<file path="src/rtl/atan2_cordic_q824.sv">
// Sequential CORDIC vectoring engine: Q8.24 (x, y) -> atan2(y, x) and gain-corrected magnitude.
// One operation in flight, valid/ready handshake on both sides.
module atan2_cordic_q824 #(
  parameter int          ITER = 24,
  parameter logic [31:0] KINV = 32'h009B74EE
) (
  input  logic        clk,
  input  logic        rst_n,
  input  logic        in_valid,
  output logic        in_ready,
  input  logic [31:0] x_in,
  input  logic [31:0] y_in,
  output logic        out_valid,
  input  logic        out_ready,
  output logic [31:0] angle_out,
  output logic [31:0] mag_out
);

  // state | meaning
  // IDLE  | waiting for operands, in_ready high
  // PRE   | quadrant fold into the right half-plane
  // ROT   | one micro-rotation per cycle, cnt = 0..ITER-1
  // SCALE | gain correction, register results
  // DONE  | result presented until out_ready
  typedef enum logic [2:0] {IDLE, PRE, ROT, SCALE, DONE} state_t;

  localparam logic signed [31:0] HALF_PI = 32'sh01921FB6;

  state_t             state;
  logic signed [35:0] x_r, y_r;
  logic signed [31:0] z_r;
  logic [4:0]         cnt;

  logic signed [35:0] x_sh, y_sh;
  logic signed [55:0] x_ext, k_ext, prod;
  logic [31:0]        mag;

  function automatic logic signed [31:0] atan_tab(input logic [4:0] idx);
    case (idx)
      5'd0:    atan_tab = 32'sh00C90FDB;
      5'd1:    atan_tab = 32'sh0076B19C;
      5'd2:    atan_tab = 32'sh003EB6EC;
      5'd3:    atan_tab = 32'sh001FD5BB;
      5'd4:    atan_tab = 32'sh000FFAAE;
      5'd5:    atan_tab = 32'sh0007FF55;
      5'd6:    atan_tab = 32'sh0003FFEB;
      5'd7:    atan_tab = 32'sh0001FFFD;
      5'd8:    atan_tab = 32'sh00010000;
      5'd9:    atan_tab = 32'sh00008000;
      5'd10:   atan_tab = 32'sh00004000;
      5'd11:   atan_tab = 32'sh00002000;
      5'd12:   atan_tab = 32'sh00001000;
      5'd13:   atan_tab = 32'sh00000800;
      5'd14:   atan_tab = 32'sh00000400;
      5'd15:   atan_tab = 32'sh00000200;
      5'd16:   atan_tab = 32'sh00000100;
      5'd17:   atan_tab = 32'sh00000080;
      5'd18:   atan_tab = 32'sh00000040;
      5'd19:   atan_tab = 32'sh00000020;
      5'd20:   atan_tab = 32'sh00000010;
      5'd21:   atan_tab = 32'sh00000008;
      5'd22:   atan_tab = 32'sh00000004;
      5'd23:   atan_tab = 32'sh00000002;
      default: atan_tab = 32'sh00000000;
    endcase
  endfunction

  assign in_ready = (state == IDLE);

  assign x_sh = x_r >>> cnt;
  assign y_sh = y_r >>> cnt;

  // Drop the two extra LSBs (truncation) before the gain multiply.
  assign x_ext = {{22{x_r[35]}}, x_r[35:2]};
  assign k_ext = {24'd0, KINV};
  assign prod  = x_ext * k_ext;
  assign mag   = 32'(prod >>> 24);

  always_ff @(posedge clk or negedge rst_n) begin
    if (!rst_n) begin
      state     <= IDLE;
      x_r       <= '0;
      y_r       <= '0;
      z_r       <= '0;
      cnt       <= '0;
      out_valid <= 1'b0;
      angle_out <= '0;
      mag_out   <= '0;
    end else begin
      case (state)
        IDLE: begin
          if (in_valid) begin
            x_r   <= {{2{x_in[31]}}, x_in, 2'b00};
            y_r   <= {{2{y_in[31]}}, y_in, 2'b00};
            state <= PRE;
          end
        end
        PRE: begin
          cnt <= '0;
          if (!x_r[35]) begin
            z_r <= '0;
          end else if (!y_r[35]) begin
            x_r <= y_r;
            y_r <= -x_r;
            z_r <= HALF_PI;
          end else begin
            x_r <= -y_r;
            y_r <= x_r;
            z_r <= -HALF_PI;
          end
          state <= ROT;
        end
        ROT: begin
          if (!y_r[35]) begin
            x_r <= x_r + y_sh;
            y_r <= y_r - x_sh;
            z_r <= z_r + atan_tab(cnt);
          end else begin
            x_r <= x_r - y_sh;
            y_r <= y_r + x_sh;
            z_r <= z_r - atan_tab(cnt);
          end
          if (cnt == 5'(ITER - 1)) begin
            cnt   <= '0;
            state <= SCALE;
          end else begin
            cnt <= cnt + 5'd1;
          end
        end
        SCALE: begin
          // A zero vector never rotates y away from zero, so z just accumulates; report 0.
          angle_out <= (x_r == '0) ? 32'd0 : z_r;
          mag_out   <= mag;
          out_valid <= 1'b1;
          state     <= DONE;
        end
        DONE: begin
          if (out_ready) begin
            out_valid <= 1'b0;
            state     <= IDLE;
          end
        end
        default: state <= IDLE;
      endcase
    end
  end

endmodule

</file>
<file path="config.mk">
export PLATFORM = sky130hd
export DESIGN_NAME = atan2_cordic_q824
export DESIGN_NICKNAME = d
export VERILOG_FILES = /design/src/rtl/atan2_cordic_q824.sv
export SDC_FILE = /design/constraint.sdc
export NUM_CORES = 2
export LEC_CHECK = 0
export CORE_MARGIN = 5
export CORE_UTILIZATION = 50
export CTS_CLUSTER_DIAMETER = 60
export DETAILED_ROUTE_END_ITERATION = 6
export GPL_TIMING_DRIVEN = 0
export HOLD_SLACK_MARGIN = 0.08
export PLACE_DENSITY = 0.67
export SLEW_MARGIN = 20
export SYNTH_ARGS = -nofsm -noshare
export SYNTH_HDL_FRONTEND = slang
export SYNTH_SLANG_ARGS = --single-unit
export TNS_END_PERCENT = 30
</file>
<file path="constraint.sdc">
create_clock -name clk -period 17.3 [get_ports clk]
set_input_delay 5.19 -clock clk [delete_from_list [all_inputs] [get_ports clk]]
set_output_delay 5.19 -clock clk [all_outputs]
set_load 0.05 [all_outputs]
</file>
==> summary.txt <==
Cell with the most instances on the worst path - sky130_fd_sc_hd__clkbuf_1
Via density per instance - 6.54
Clock-pin slew on the worst setup and hold paths - 0.09 ns
Overall overflow remaining after global route - 0
Final setup violation count - 0
Total GRT Usage - 41.3%
Crit path max-delay cell type - sky130_fd_sc_hd__clkbuf_1
Crit path max fanout - 10
Hold Fails Final Rpt - 0
Endpoint class of the critical path - register
Detailed-placement wirelength estimate - 140 mm
Type of the setup path with the least slack - register to register
Initial antenna violation count - 5
Most used DFF post-synth - sky130_fd_sc_hd__dfrtp_1
Type of the tightest min-delay check - register to register
First-pass GRT wire length - 246 mm
Worst endpoint required time - 17.65 ns
Number of distinct library cells after synthesis - 98
Detailed-routing wirelength on met1 - 71.4 mm
Hold wc startpoint - mag_out[10]
Worst r2r src - cnt[4]
Detailed-route wire length per cell - 31.6 um
Category of the worst setup path launch point - register
Starting Density - 50.4%
Endpoint arrival time on the critical path - 11.11 ns
Avg Cell Area, Syn - 9.02 um2
Critical Path Max Stage Delay - 0.94 ns
Peak clock frequency supported by timing - 93.0 MHz
Number of enable-type register cells in the synthesized netlist - 0
FF+latch count, synth - 177
Cell count after synthesis - 4256
Number of H-tree levels - 4
Largest clock skew in the final design - 0.0270 ns
Overall die area - 82400 um2
Postcts setup bufs - 0
Horizontal extent of the die - 287 um
Number of port buffers - 133
Y dimension of the die - 287 um
Placeable core area - 76100 um2
Top cell type by total area after synthesis - sky130_fd_sc_hd__fa_1
Number of placement rows - 101
Total Neg Setup Slack - 0 ns
Total Wirelength - 173 mm
Highest routing layer actually used - met4
Violation count after the first detailed-route iteration - 4528
Run status - completed
Insertion delay to the later sink of the worst-skew pair - 0.53 ns
Pin count of the biggest net entering global routing - 90
Clk buf depth - 2
Fill cell instance count of the final layout - 7066
Number of nets with antenna violations after detailed routing - 0
Count of vias placed by the detailed router - 35700
Inserted Clock Buffers - 17
Nets@finish - 5343
Post-detailed-route DRC marker count - 0
Slew at the pin with the worst max-slew slack - 1.37 ns
Final number of max-transition violations - 0
Max Cap Violations - 0
Cell at the root of the clock tree - sky130_fd_sc_hd__clkbuf_16
Amount of wire on met3 after detailed routing - 21.9 mm
Biggest area contributors in the synthesized netlist - sky130_fd_sc_hd__fa_1, sky130_fd_sc_hd__ha_1, sky130_fd_sc_hd__dfrtp_1
Sequential share of the synthesized area - 11.5%
Synth-to-layout area growth - 8.84%
Fraction of layout instances using a drive strength above 1 - 6.85%
Gp weighted congestion - 1.12
CTS tree - built
Worst setup path startpoint - cnt[4]
Area fraction of the dominant cell type after synthesis - 20.3%
Length of the first detailed-routing pass in iterations - 7
Number of global-route vias before repair - 34700
Post-CTS Resized - 0
Share of flip-flops with an asynchronous set or reset - 100%
Warning count from the yosys run - 0
Clock sink total - 177
# hold bufs at CTS - 0
Setup repair after global routing missed its margin - no
Share of the clock period used by the worst path after layout - 62.2%
Met2 Routed Length - 69.9 mm
Ports - 134
Combined area of all synthesized cells - 38400 um2
Syn Nets - 5186
Minimum clock period after layout - 10.75 ns
Relative max-transition margin - 8.94%
-- sequential cells by signal, summed over array words and instances, names as in the netlist --
signal and flops:
angle_out 32, cnt 5, mag_out 32, out_valid 1, state 3, x_r 36
y_r 36, z_r 32
-- worst max-delay path, delay by kind of cell (launching register included) --
kind	cells	cell delay, ns
adder cells (fa/ha/maj)	1	0.43
buffers and inverters	7	4.31
AO/OA/AOI/OAI	11	3.09
XOR/XNOR	2	0.50
flip-flops	1	0.47
AND/OR/NAND/NOR	4	1.75
-- layout make-up --
class                           instances  area (um2)  area share, %
Buffer                                219        1090           2.61
Sequential cell                       177        4450           10.6
Antenna cell                            5        12.5         0.0300
Clock buffer                           17         425           1.02
Multi-Input combinational cell       3253       30600           73.4
Timing Repair Buffer                  138        1440           3.45
Tap cell                             1030        1290           3.09
Clock inverter                         15         148          0.353
Inverter                              607        2280           5.46
-- cells in the final DEF, fill, tap and decap left out, types with 22 or more instances in the layout --
master / Yosys / layout
sky130_fd_sc_hd__ha_1: 472 / 472
sky130_fd_sc_hd__a222oi_1: 24 / 24
sky130_fd_sc_hd__xor2_1: 123 / 123
sky130_fd_sc_hd__nand2_1: 271 / 271
sky130_fd_sc_hd__o22ai_1: 31 / 31
sky130_fd_sc_hd__o211ai_1: 49 / 49
sky130_fd_sc_hd__a211oi_1: 29 / 29
sky130_fd_sc_hd__o21a_1: 22 / 22
sky130_fd_sc_hd__nor2b_1: 30 / 30
sky130_fd_sc_hd__clkdlybuf4s50_1: 0 / 132
sky130_fd_sc_hd__dfrtp_1: 177 / 162
sky130_fd_sc_hd__nor3_1: 40 / 40
sky130_fd_sc_hd__o21ai_0: 260 / 260
sky130_fd_sc_hd__xnor2_1: 182 / 182
sky130_fd_sc_hd__a21o_1: 107 / 107
sky130_fd_sc_hd__mux2i_1: 36 / 36
sky130_fd_sc_hd__a221oi_1: 41 / 41
sky130_fd_sc_hd__mux2_2: 41 / 41
sky130_fd_sc_hd__clkbuf_1: 155 / 142
sky130_fd_sc_hd__buf_2: 23 / 24
sky130_fd_sc_hd__nand2b_1: 35 / 35
sky130_fd_sc_hd__mux4_2: 84 / 84
sky130_fd_sc_hd__a31oi_1: 51 / 49
sky130_fd_sc_hd__fa_1: 390 / 390
sky130_fd_sc_hd__nand3_1: 48 / 48
sky130_fd_sc_hd__inv_1: 603 / 603
sky130_fd_sc_hd__nor2_1: 216 / 216
sky130_fd_sc_hd__a22o_1: 42 / 42
sky130_fd_sc_hd__and2_1: 34 / 34
sky130_fd_sc_hd__and3_1: 29 / 29
sky130_fd_sc_hd__a21oi_1: 243 / 242
-- kinds of logic after synthesis --
group / share of synthesized area [%]
fa+ha+maj: 35.7
flops: 11.5
compound gates: 19.0
simple gates: 10.3
buf+inv: 8.73
mux: 7.76
xor+xnor: 6.96
-- final timing paths --
| path | to | slack (ns) | cells after the start |
|---|---|---|---|
| max reg2reg | y_r[35] | 6.55 | 25 |
| max in group asynchronous | x_r[30] | 11.62 | 3 |
| min | mag_out[10] | 0.48 | 2 |
| min in group asynchronous | mag_out[4] | 4.52 | 1 |
| max | y_r[35] | 6.55 | 25 |
| min reg2reg | mag_out[10] | 0.48 | 2 |
-- Yosys cell counts, types with 41 or more instances --
master                       n
sky130_fd_sc_hd__a22o_1     42
sky130_fd_sc_hd__o21ai_0   260
sky130_fd_sc_hd__nand3_1    48
sky130_fd_sc_hd__xor2_1    123
sky130_fd_sc_hd__mux4_2     84
sky130_fd_sc_hd__nor2_1    216
sky130_fd_sc_hd__nand2_1   271
sky130_fd_sc_hd__a21o_1    107
sky130_fd_sc_hd__mux2_2     41
sky130_fd_sc_hd__dfrtp_1   177
sky130_fd_sc_hd__a21oi_1   243
sky130_fd_sc_hd__a31oi_1    51
sky130_fd_sc_hd__clkbuf_1  155
sky130_fd_sc_hd__a221oi_1   41
sky130_fd_sc_hd__xnor2_1   182
sky130_fd_sc_hd__fa_1      390
sky130_fd_sc_hd__inv_1     603
sky130_fd_sc_hd__ha_1      472
sky130_fd_sc_hd__o211ai_1   49
-- stage by stage --
step | area [um2] | setup slack, ns | util, % | hold slack [ns] | instances
final | 41800 | 6.55 | 54.9 | 0.482 | 5461
after global routing | 41800 | 6.63 | 54.9 | 0.516 | 5456
after CTS | 41700 | 7.27 | 54.8 | 0.490 | 5456
after detailed placement | 41100 | 7.31 | 54.1 | 0.473 | 5424
after global placement | 41000 | 2.51 | 53.9 | 0.463 | 5419
after floorplan | 38400 | 9.19 | - | 0.466 | 4256
-- layer usage --
metal,vias up,GRT usage (%)
met4,0,18.4
met3,456,15.3
li1,15200,-
met1,17900,56.5
met2,2219,58.5
met5,-,0
Power is left out: the tool's default activity adds up to more than one toggle a clock period on the data nets, which glitch-free logic cannot reach.
